<file path="src/rtl/npu_definitions.sv">
// Shared NPU definitions: broadcast FSM encoding and default block sizes.
package npu_definitions;

    // Default sizing for the vector broadcast unit
    localparam int unsigned DEF_BCAST_DATA_WIDTH = 16;
    localparam int unsigned DEF_BCAST_NUM_LANES  = 16;
    localparam int unsigned DEF_BCAST_REP_WIDTH  = 4;

    // Broadcast FSM states
    typedef enum logic {
        BCAST_IDLE  = 1'b0,
        BCAST_DRIVE = 1'b1
    } bcast_state_e;

endpackage : npu_definitions

</file>
<file path="src/rtl/vector_broadcast_unit.sv">
// Vector broadcast unit: replicates one captured word onto a set of masked
// output lanes for (repeat+1) beats, with independent per-lane handshakes.
//
// Handshake rule (both sides): a transfer happens in a cycle where valid and
// ready are both high at the rising clock edge. valid never depends
// combinationally on ready. ready_in does depend on ready_out so that a new
// request can be taken on the same cycle the last beat completes.
module vector_broadcast_unit
    import npu_definitions::*;
#(
    parameter int unsigned DATA_WIDTH = DEF_BCAST_DATA_WIDTH,
    parameter int unsigned NUM_LANES  = DEF_BCAST_NUM_LANES,
    parameter int unsigned REP_WIDTH  = DEF_BCAST_REP_WIDTH
) (
    input  logic                            clk,
    input  logic                            rst_n,
    input  logic [DATA_WIDTH-1:0]           data_in,
    input  logic [NUM_LANES-1:0]            lane_mask_in,
    input  logic [REP_WIDTH-1:0]            repeat_in,
    input  logic                            valid_in,
    output logic                            ready_in,
    output logic [NUM_LANES*DATA_WIDTH-1:0] data_out,
    output logic [NUM_LANES-1:0]            valid_out,
    input  logic [NUM_LANES-1:0]            ready_out,
    output logic                            beat_done,
    output logic                            busy,
    output bcast_state_e                    dbg_state
);

    localparam logic [REP_WIDTH-1:0] REP_ONE = {{(REP_WIDTH-1){1'b0}}, 1'b1};

    bcast_state_e              r_state;
    bcast_state_e              w_state_nxt;
    logic [DATA_WIDTH-1:0]     r_data;
    logic [DATA_WIDTH-1:0]     w_data_nxt;
    logic [NUM_LANES-1:0]      r_mask;
    logic [NUM_LANES-1:0]      w_mask_nxt;
    logic [NUM_LANES-1:0]      r_pending;
    logic [NUM_LANES-1:0]      w_pending_nxt;
    logic [REP_WIDTH-1:0]      r_rep_cnt;
    logic [REP_WIDTH-1:0]      w_rep_cnt_nxt;

    logic                      w_in_drive;
    logic                      w_beat_complete;
    logic                      w_last_beat;
    logic                      w_accept;
    logic                      w_accept_load;
    logic [NUM_LANES-1:0]      w_still_pending;

    // Handshake status: which pending lanes survive this cycle, and whether
    // the beat (and possibly the whole request) finishes now
    always_comb begin
        w_in_drive      = (r_state == BCAST_DRIVE);
        w_still_pending = r_pending & ~ready_out;
        w_beat_complete = w_in_drive && (w_still_pending == '0);
        w_last_beat     = w_beat_complete && (r_rep_cnt == '0);
        ready_in        = (r_state == BCAST_IDLE) || w_last_beat;
        w_accept        = valid_in && ready_in;
        // An empty-mask request is consumed but has no effect
        w_accept_load   = w_accept && (lane_mask_in != '0);
    end

    // Next-state logic: FSM transitions, pending mask update, capture
    always_comb begin
        w_state_nxt   = r_state;
        w_data_nxt    = r_data;
        w_mask_nxt    = r_mask;
        w_pending_nxt = r_pending;
        w_rep_cnt_nxt = r_rep_cnt;

        unique case (r_state)
            BCAST_IDLE: begin
                if (w_accept_load) begin
                    w_state_nxt   = BCAST_DRIVE;
                    w_data_nxt    = data_in;
                    w_mask_nxt    = lane_mask_in;
                    w_pending_nxt = lane_mask_in;
                    w_rep_cnt_nxt = repeat_in;
                end
            end
            BCAST_DRIVE: begin
                w_pending_nxt = w_still_pending;
                if (w_beat_complete) begin
                    if (r_rep_cnt != '0) begin
                        // Next beat starts immediately from the captured mask
                        w_rep_cnt_nxt = r_rep_cnt - REP_ONE;
                        w_pending_nxt = r_mask;
                    end else if (w_accept_load) begin
                        // Back-to-back request taken on the completion cycle
                        w_data_nxt    = data_in;
                        w_mask_nxt    = lane_mask_in;
                        w_pending_nxt = lane_mask_in;
                        w_rep_cnt_nxt = repeat_in;
                    end else begin
                        w_state_nxt   = BCAST_IDLE;
                        w_pending_nxt = '0;
                    end
                end
            end
            default: begin
                w_state_nxt   = BCAST_IDLE;
                w_pending_nxt = '0;
            end
        endcase
    end

    // State and datapath registers with synchronous active-low reset
    always_ff @(posedge clk) begin
        if (!rst_n) begin
            r_state   <= BCAST_IDLE;
            r_data    <= '0;
            r_mask    <= '0;
            r_pending <= '0;
            r_rep_cnt <= '0;
        end else begin
            r_state   <= w_state_nxt;
            r_data    <= w_data_nxt;
            r_mask    <= w_mask_nxt;
            r_pending <= w_pending_nxt;
            r_rep_cnt <= w_rep_cnt_nxt;
        end
    end

    // Lane fan-out: captured word on masked lanes, zero elsewhere
    always_comb begin
        data_out = '0;
        for (int i = 0; i < NUM_LANES; i++) begin
            if (r_mask[i]) begin
                data_out[i*DATA_WIDTH +: DATA_WIDTH] = r_data;
            end
        end
    end

    // Status outputs
    always_comb begin
        valid_out = r_pending;
        beat_done = w_beat_complete;
        busy      = w_in_drive;
        dbg_state = r_state;
    end

endmodule : vector_broadcast_unit

</file>
<file path="config.mk">
export PLATFORM = sky130hd
export DESIGN_NAME = vector_broadcast_unit
export DESIGN_NICKNAME = d
export VERILOG_FILES = /design/src/rtl/npu_definitions.sv /design/src/rtl/vector_broadcast_unit.sv
export SDC_FILE = /design/constraint.sdc
export NUM_CORES = 1
export LEC_CHECK = 0
export CAP_MARGIN = 20
export CORE_AREA = 2 2 129 131
export CTS_CLUSTER_DIAMETER = 50
export CTS_CLUSTER_SIZE = 12
export DETAILED_ROUTE_END_ITERATION = 8
export DIE_AREA = 0 0 131 133
export HOLD_SLACK_MARGIN = 0.03
export PLACE_DENSITY_LB_ADDON = 0.08
export SLEW_MARGIN = 0
export SYNTH_ARGS = -nofsm -noshare
export SYNTH_HDL_FRONTEND = slang
export SYNTH_SLANG_ARGS = --single-unit
</file>
<file path="constraint.sdc">
create_clock -name clk -period 2.6 [get_ports clk]
set_input_delay 0.26 -clock clk [delete_from_list [all_inputs] [get_ports clk]]
set_output_delay 0.26 -clock clk [all_outputs]
set_load 0.02 [all_outputs]
</file>
==> flow_metrics.py, run 1 <==
metrics = {
    "cts": {
        "root_buffer": "clkbuf_16",
        "clk_latency_ps": 290,
        "cts.clk_slew.worst_paths_ps": 70,
        "cts_buffers": 5,
        "clock_sinks": 53,
        "cts_tree": "yes",
        "cts_setup_buffers": 0,
        "clockBufferDepth": 2,
        "htree_num_levels": 2,
    },
    "timing": {
        "slew_viol_final": 0,
        "tightest_slew_ps": 802.6,
        "setup_viol": 0,
        "clock.fmax_ghz": 0.4030,
        "fin_crit_sh_pct": 95.44,
        "fin_crit_ps": 2481,
        "holdWs_ps": 495.9,
        "hold_viol_final": 0,
        "fin_worst_skew_ps": 7.606,
        "maxSlewHeadroom_pct": 46.49,
        "rsz0062_at_grt": "no",
        "finalWorstSetupSlack_ps": 118.5,
    },
    "min_path": {
        "worstHoldPathType": "reg2reg",
        "whs_path_depth": 2,
    },
    "worst_setup_path": {
        "worstPathRequired_ps": 2340,
        "crit_end": "ready_in",
        "worstReg2RegEnd": "r_rep_cnt[2]",
        "crit_start": "ready_out[10]",
        "r2r-start": "valid_out[10]",
        "cp-end-kind": "primary output",
        "r2r_cells": 8,
        "start_kind": "input port",
        "crit_type": "in2out",
        "path_max_fanout": 2,
        "r2r_setup_slack_ps": 320,
        "worstPathArrival_ps": 2220,
    },
    "power_and_ir_drop": {
        "seq_power_share_pct": 39.5,
        "finalPower_uw": 2963,
        "p_switching_uw": 1069,
        "p_int_uw": 1894,
        "p_leak_uw": 0.003060,
        "clkPwrFrac_pct": 26.3,
        "power.share.switching_pct": 36.07,
        "combPwrFrac_pct": 34.2,
        "p_per_area_nw_per_um2": 363.1,
        "ir_worst_vdd_mv": 0.2684,
    },
    "layout": {
        "diodes": 0,
        "fillers": 1569,
        "design_area_sq_um": 8160,
        "fin_nets": 995,
        "drive_above_1_share_pct": 6.922,
        "syn_to_final_growth_pct": 93.76,
    },
    "placement": {
        "port_buffers": 330,
        "dp_hpwl_mm": 16.09,
        "dp_slack_ps": -191.9,
        "place_congestion": 0.8699,
        "dpl_cell_area_sq_um": 7990,
    },
    "floorplan": {
        "die_w_microns": 131,
        "io_pins": 331,
        "die_area_sq_um": 17420,
        "rows": 47,
        "die_y_microns": 133,
        "start_util_pct": 26.04,
        "coreArea_sq_um": 16170,
    },
    "routing": {
        "routedWlPerCell_microns": 17.76,
        "finalWirelength_mm": 20.58,
        "drt_first_pass_iters": 5,
        "vias_per_cell": 4.569,
        "num_vias": 5296,
        "drc": 0,
        "drtIter0Drc": 264,
        "antenna_left": 0,
    },
    "run": {
        "cap_viol_max_count": 0,
    },
    "synth": {
        "synth_edf_count": 0,
        "yosysUniqueCellTypes": 32,
        "yosysMostFrequentCell": "and2_1",
        "synth_top_area_share_pct": 38.03,
        "ys.flop_type": "dfxtp_1",
        "synth_area_sq_um": 4212,
        "synth_async_sr_flop_share_pct": 0,
        "syn_avg_cell_area_sq_um": 6.904,
        "synth_fp_nets": 667,
        "synthCells": 610,
        "synth.area.top_cells": "and2_1, dfxtp_1, o21ai_0, clkbuf_1, nand3_1",
        "yosys_warnings": 0,
        "synth_common_cells": "and2_1, dfxtp_1, clkbuf_1",
        "synth_seq_cells": 53,
        "synth_top_cell_by_area": "and2_1",
        "seq_area_frac_synth_pct": 25.19,
    },
    "grt": {
        "grt_pass1_vias": 4918,
        "grt.total_usage_pct": 22.60,
        "grt_pass1_wl_mm": 30.21,
        "grt_max_degree": 47,
        "antenna_found_initial": 0,
        "gr-total-overflow": 0,
    },
    "run_status": {
        "status": "complete, no violations",
    },
}
-- power groups by stage --
stage	logic (uW)	clock network, uW	registers (uW)
2_1_floorplan	555	0	1040
3_3_place_gp	1010	0	1180
3_5_place_dp	1020	0	1190
4_1_cts	1020	805	1180
5_1_grt	1100	834	1210
6_report	1010	779	1170
-- through the flow --
stage	setup TNS [ps]	instances	util, %
floorplan	0	610	-
global placement	-1477	1151	49.41
detailed placement	-1878	1151	49.41
CTS	0	1159	50.46
global route	0	1159	50.46
finish	0	1159	50.46
-- registers in the layout, indices dropped and copies added (netlist names) --
signal	count
r_mask	16
valid_out	16
r_rep_cnt	4
r_data	16
busy	1
-- timing repair --
item                       in CTS  in global routing
hold buffers                    0                  0
resized for setup               2                  0
setup endpoints to repair       2                  0
-- kinds of logic after synthesis --
kind of cell | synth area share [%]
and+or+nand+nor | 53.62
DFF | 25.19
adders and majority gates | 0.5941
buffers and inverters | 6.150
xor gates and xnor gates | 0.2080
muxes | 0.2674
AOI/OAI and AO/OA | 13.96
-- layer usage --
| layer | part of all wire, % | track usage (%) | wire length, microns |
|---|---|---|---|
| met5 | 0 | 0 | 0 |
| met4 | 1.9 | 5.910 | 384 |
| met3 | 5.9 | 3.518 | 1210 |
| met2 | 52 | 41.77 | 10740 |
| met1 | 40 | 26.70 | 8250 |
-- cells in the final DEF, fill, tap and decap left out, types with 2 or more instances in the layout --
cell type,netlist,layout
dfxtp_1,53,53
o221a_2,2,2
nand2b_1,16,16
clkbuf_16,0,5
clkdlybuf4s50_1,0,327
nand4_1,4,4
dlygate4sd2_1,0,2
o21ai_1,6,6
o21ai_0,43,43
ha_1,2,2
nand2_1,36,36
and2_1,256,256
nor3_1,18,18
nand3_1,32,32
buf_12,0,4
buf_4,2,47
or4_1,5,5
a21oi_1,20,20
a221oi_1,16,16
inv_1,5,5
nor2_1,24,24
-- area by class of cell --
| cell class | instances | area (sq um) | area share [%] |
|---|---|---|---|
| clock buffers | 7 | 142.6 | 1.748 |
| well taps | 220 | 275.3 | 3.373 |
| inverters | 5 | 18.77 | 0.2300 |
| flip-flops and latches | 53 | 1061 | 13.00 |
| clock inverters | 1 | 30.03 | 0.3680 |
| multi-input cells | 492 | 2904 | 35.59 |
| repair buffers | 381 | 3729 | 45.69 |
-- worst max-delay path, stage by stage --
cell	delay, ps
clkdlybuf4s50_1	440
nand2b_1	140
nand4_1	100
or4_1	590
and2_0	210
nor2_1	120
dlygate4sd2_1	350
-- worst min-delay path by stage --
| stage | start | end | slack [ps] |
|---|---|---|---|
| after floorplan | data_in[0] | r_data[0] | 390 |
| after global placement | r_rep_cnt[1] | r_rep_cnt[1] | 480 |
| after detailed placement | r_rep_cnt[1] | r_rep_cnt[1] | 490 |
| after CTS | r_rep_cnt[1] | r_rep_cnt[1] | 500 |
| after global routing | data_in[3] | r_data[3] | 530 |
| final | r_rep_cnt[1] | r_rep_cnt[1] | 500 |
No activity file was read; power rests on OpenSTA's default activity.
==> inputs of run 2 (changes only) <==
--- a/config.mk
+++ b/config.mk
@@ -13,7 +13,7 @@
 export DIE_AREA = 0 0 131 133
 export HOLD_SLACK_MARGIN = 0.03
 export PLACE_DENSITY_LB_ADDON = 0.08
-export SLEW_MARGIN = 0
+export SLEW_MARGIN = 20
 export SYNTH_ARGS = -nofsm -noshare
 export SYNTH_HDL_FRONTEND = slang
 export SYNTH_SLANG_ARGS = --single-unit
==> results of run 2 <==
No change in the layout: final DEF, timing and power equal those of run 1.
==> RTL change: new RTL, settings of run 2 <==
Take the reset off `r_data` and `r_pending` and load them in a clocked block of their own.
--- a/src/rtl/vector_broadcast_unit.sv
+++ b/src/rtl/vector_broadcast_unit.sv
@@ -109,15 +109,16 @@
         if (!rst_n) begin
             r_state   <= BCAST_IDLE;
-            r_data    <= '0;
             r_mask    <= '0;
-            r_pending <= '0;
             r_rep_cnt <= '0;
         end else begin
             r_state   <= w_state_nxt;
-            r_data    <= w_data_nxt;
             r_mask    <= w_mask_nxt;
-            r_pending <= w_pending_nxt;
             r_rep_cnt <= w_rep_cnt_nxt;
         end
+    end
+
+    always_ff @(posedge clk) begin
+        r_data    <= w_data_nxt;
+        r_pending <= w_pending_nxt;
     end
 
Check against the original RTL: not equivalent (a bounded check fails within 4 cycles, from zero or initial values and one cycle with rst_n low).
==> RTL change against run 2 <==
  * Synthesized area is 3.4% higher
  * Via count shrank 5.6%
  * Clock power down 16%
  * Cell area increased by 2.1%
  * Power increased by 1.6%
  * Setup slack improved by 18 ps
  * Sequential cell count unchanged
  * Routed wire length increased by 7.1%
  * Final cell count down 6.6%
==> RTL change: results (changes against run 2) <==
Final Skew: 8.73 ps (+1.12 ps)
number of flops mapped to enable cells by yosys: 32 (+32)
root buf cell: clkbuf_16
CTS Buf Count: 5 (unchanged)
RR Endpoint: r_mask[6]$_SDFFE_PN0P_
CP max-delay cell: or4_1
final RePlAce weighted congestion: 0.827 (-4.9%)
status: finished, final reports clean
Setup crit end: r_mask[1]$_SDFFE_PN0P_
maximum VDD drop: 304 uV (+13%)
initial antenna violation count: 0 (unchanged)
post-synthesis sequential area ratio: 0.317 (+0.0652)
RR Startpoint: r_rep_cnt[0]$_SDFFE_PN0N_
Primary FF master, synth: edfxtp_1
Cell variety after synth: 45 (+41%)
Synth warnings: 0 (unchanged)
PortBufs: 330 (unchanged)
global-route wire length before repair: 31.8 mm (+5.3%)
final wirelength: 22.0 mm (+7.1%)
Leakage: 3.17 nW (+3.7%)
worst-skew pair later-pin latency: 290 ps (about the same)
Antenna Cells: 0 (unchanged)
Worst path max stage delay: 560 ps (-30 ps)
vias: 5,002 (-5.6%)
fraction of layout cells with a size suffix above 1: 0.114 (+0.0445)
CP startpoint: lane_mask_in[0]
hold path startpoint: r_rep_cnt[0]$_SDFFE_PN0N_
r2r worst-path depth: 8 (unchanged)
Worst R2R Setup Slack: 160 ps (-160 ps)
synth top area cells: and2_1, edfxtp_1, dfxtp_1
commonest cells in the netlist: and2_1, clkbuf_1, edfxtp_1, dfxtp_1, o21ai_0
1st-pass router iterations: 5 (unchanged)
Max clock buf depth: 2 (unchanged)
Worst-path clk slew: 70 ps (about the same)
Slew HR: 0.456 (-0.00882)
nets: 918 (-7.7%)
dpl cell area: 8160 sq um (+2.2%)
Synthesized Nets: 573 (-14%)
Hold Crit Class: reg -> reg
initial DRC count: 259 (-1.9%)
H-tree depth: 2 (unchanged)
CP delay by family, top: buffers and inverters
dpl hpwl: 17.3 mm (+7.5%)
crit-path max FO: 16 (+14)
GRT Util Overall: 0.244 (+0.0176)
Async S/R FF share, synth: 0 (unchanged)
Filler cells: 1,510 (-3.8%)
Critical Path AT: 2690 ps (+470 ps)
largest net degree at the start of global routing: 22 (-53%)
-- RTL change: cell count changes in the layout (fill, tap and decap cells not counted), moves of 18 or more --
cell | run 2 | this run
nor3_1 | 18 | 0
dfxtp_1 | 53 | 21
nand3_1 | 32 | 9
o21ai_0 | 43 | 20
edfxtp_1 | 0 | 32
nand2_1 | 36 | 7
nor2_1 | 24 | 4
-- RTL change: final cells by class --
class	count	share of cell area
flip-flops and latches	53	0.166
well taps	220	0.0330
repair buffers	384	0.448
clock inverters	3	0.00210
clock buffers	5	0.0150
inverters	8	0.00361
multi-input cells	409	0.332
-- RTL change: worst min-delay path, cell delays in order (launching register included) --
cell and delay [ps]:
dfxtp_1 330, nand2_1 60, a31oi_1 70
-- RTL change: stage by stage --
step	setup WS, ps	cells	utilization
after floorplan	186	516	-
after global placement	-107	1074	0.505
after detailed placement	-152	1074	0.505
after CTS	134	1082	0.515
after global routing	17.6	1082	0.515
final	136	1082	0.515
-- RTL change: worst min-delay path by stage --
stage                                            to  slack [ps]  cells past startpoint
after floorplan                 r_data[0]$_DFFE_PP_         360                      0
after global placement    r_rep_cnt[0]$_SDFFE_PN0N_         490                      2
after detailed placement  r_rep_cnt[0]$_SDFFE_PN0N_         500                      2
after CTS                 r_rep_cnt[0]$_SDFFE_PN0N_         510                      2
after global routing           r_data[15]$_DFFE_PP_         520                      1
final                     r_rep_cnt[0]$_SDFFE_PN0N_         510                      2
-- RTL change: cell families after synthesis --
kind of cell / after synthesis / synth area share
AND/OR/NAND/NOR: 338 / 0.496
AO/OA/AOI/OAI: 68 / 0.125
buffers and inverters: 54 / 0.0534
flip-flops: 53 / 0.317
adder cells (fa/ha/maj): 2 / 0.00574
XOR/XNOR: 1 / 0.00201
-- RTL change: routing by layer --
metal,global-route usage,share of wire,wire [microns]
met2,0.451,0.52,11500
met3,0.0615,0.071,1560
met1,0.279,0.39,8610
met5,0,0,0
met4,0.0485,0.015,339
-- RTL change: where the power goes --
group	leakage, nW	switching, mW	internal, mW
clock	0.0696	0.300	0.354
combinational	2.61	0.583	0.617
sequential	0.489	0.185	0.971
-- RTL change: what timing repair did --
action	4_1_cts	5_1_grt
endpoints found under the setup margin	2	0
buffers inserted	0	0
resized for setup	6	0
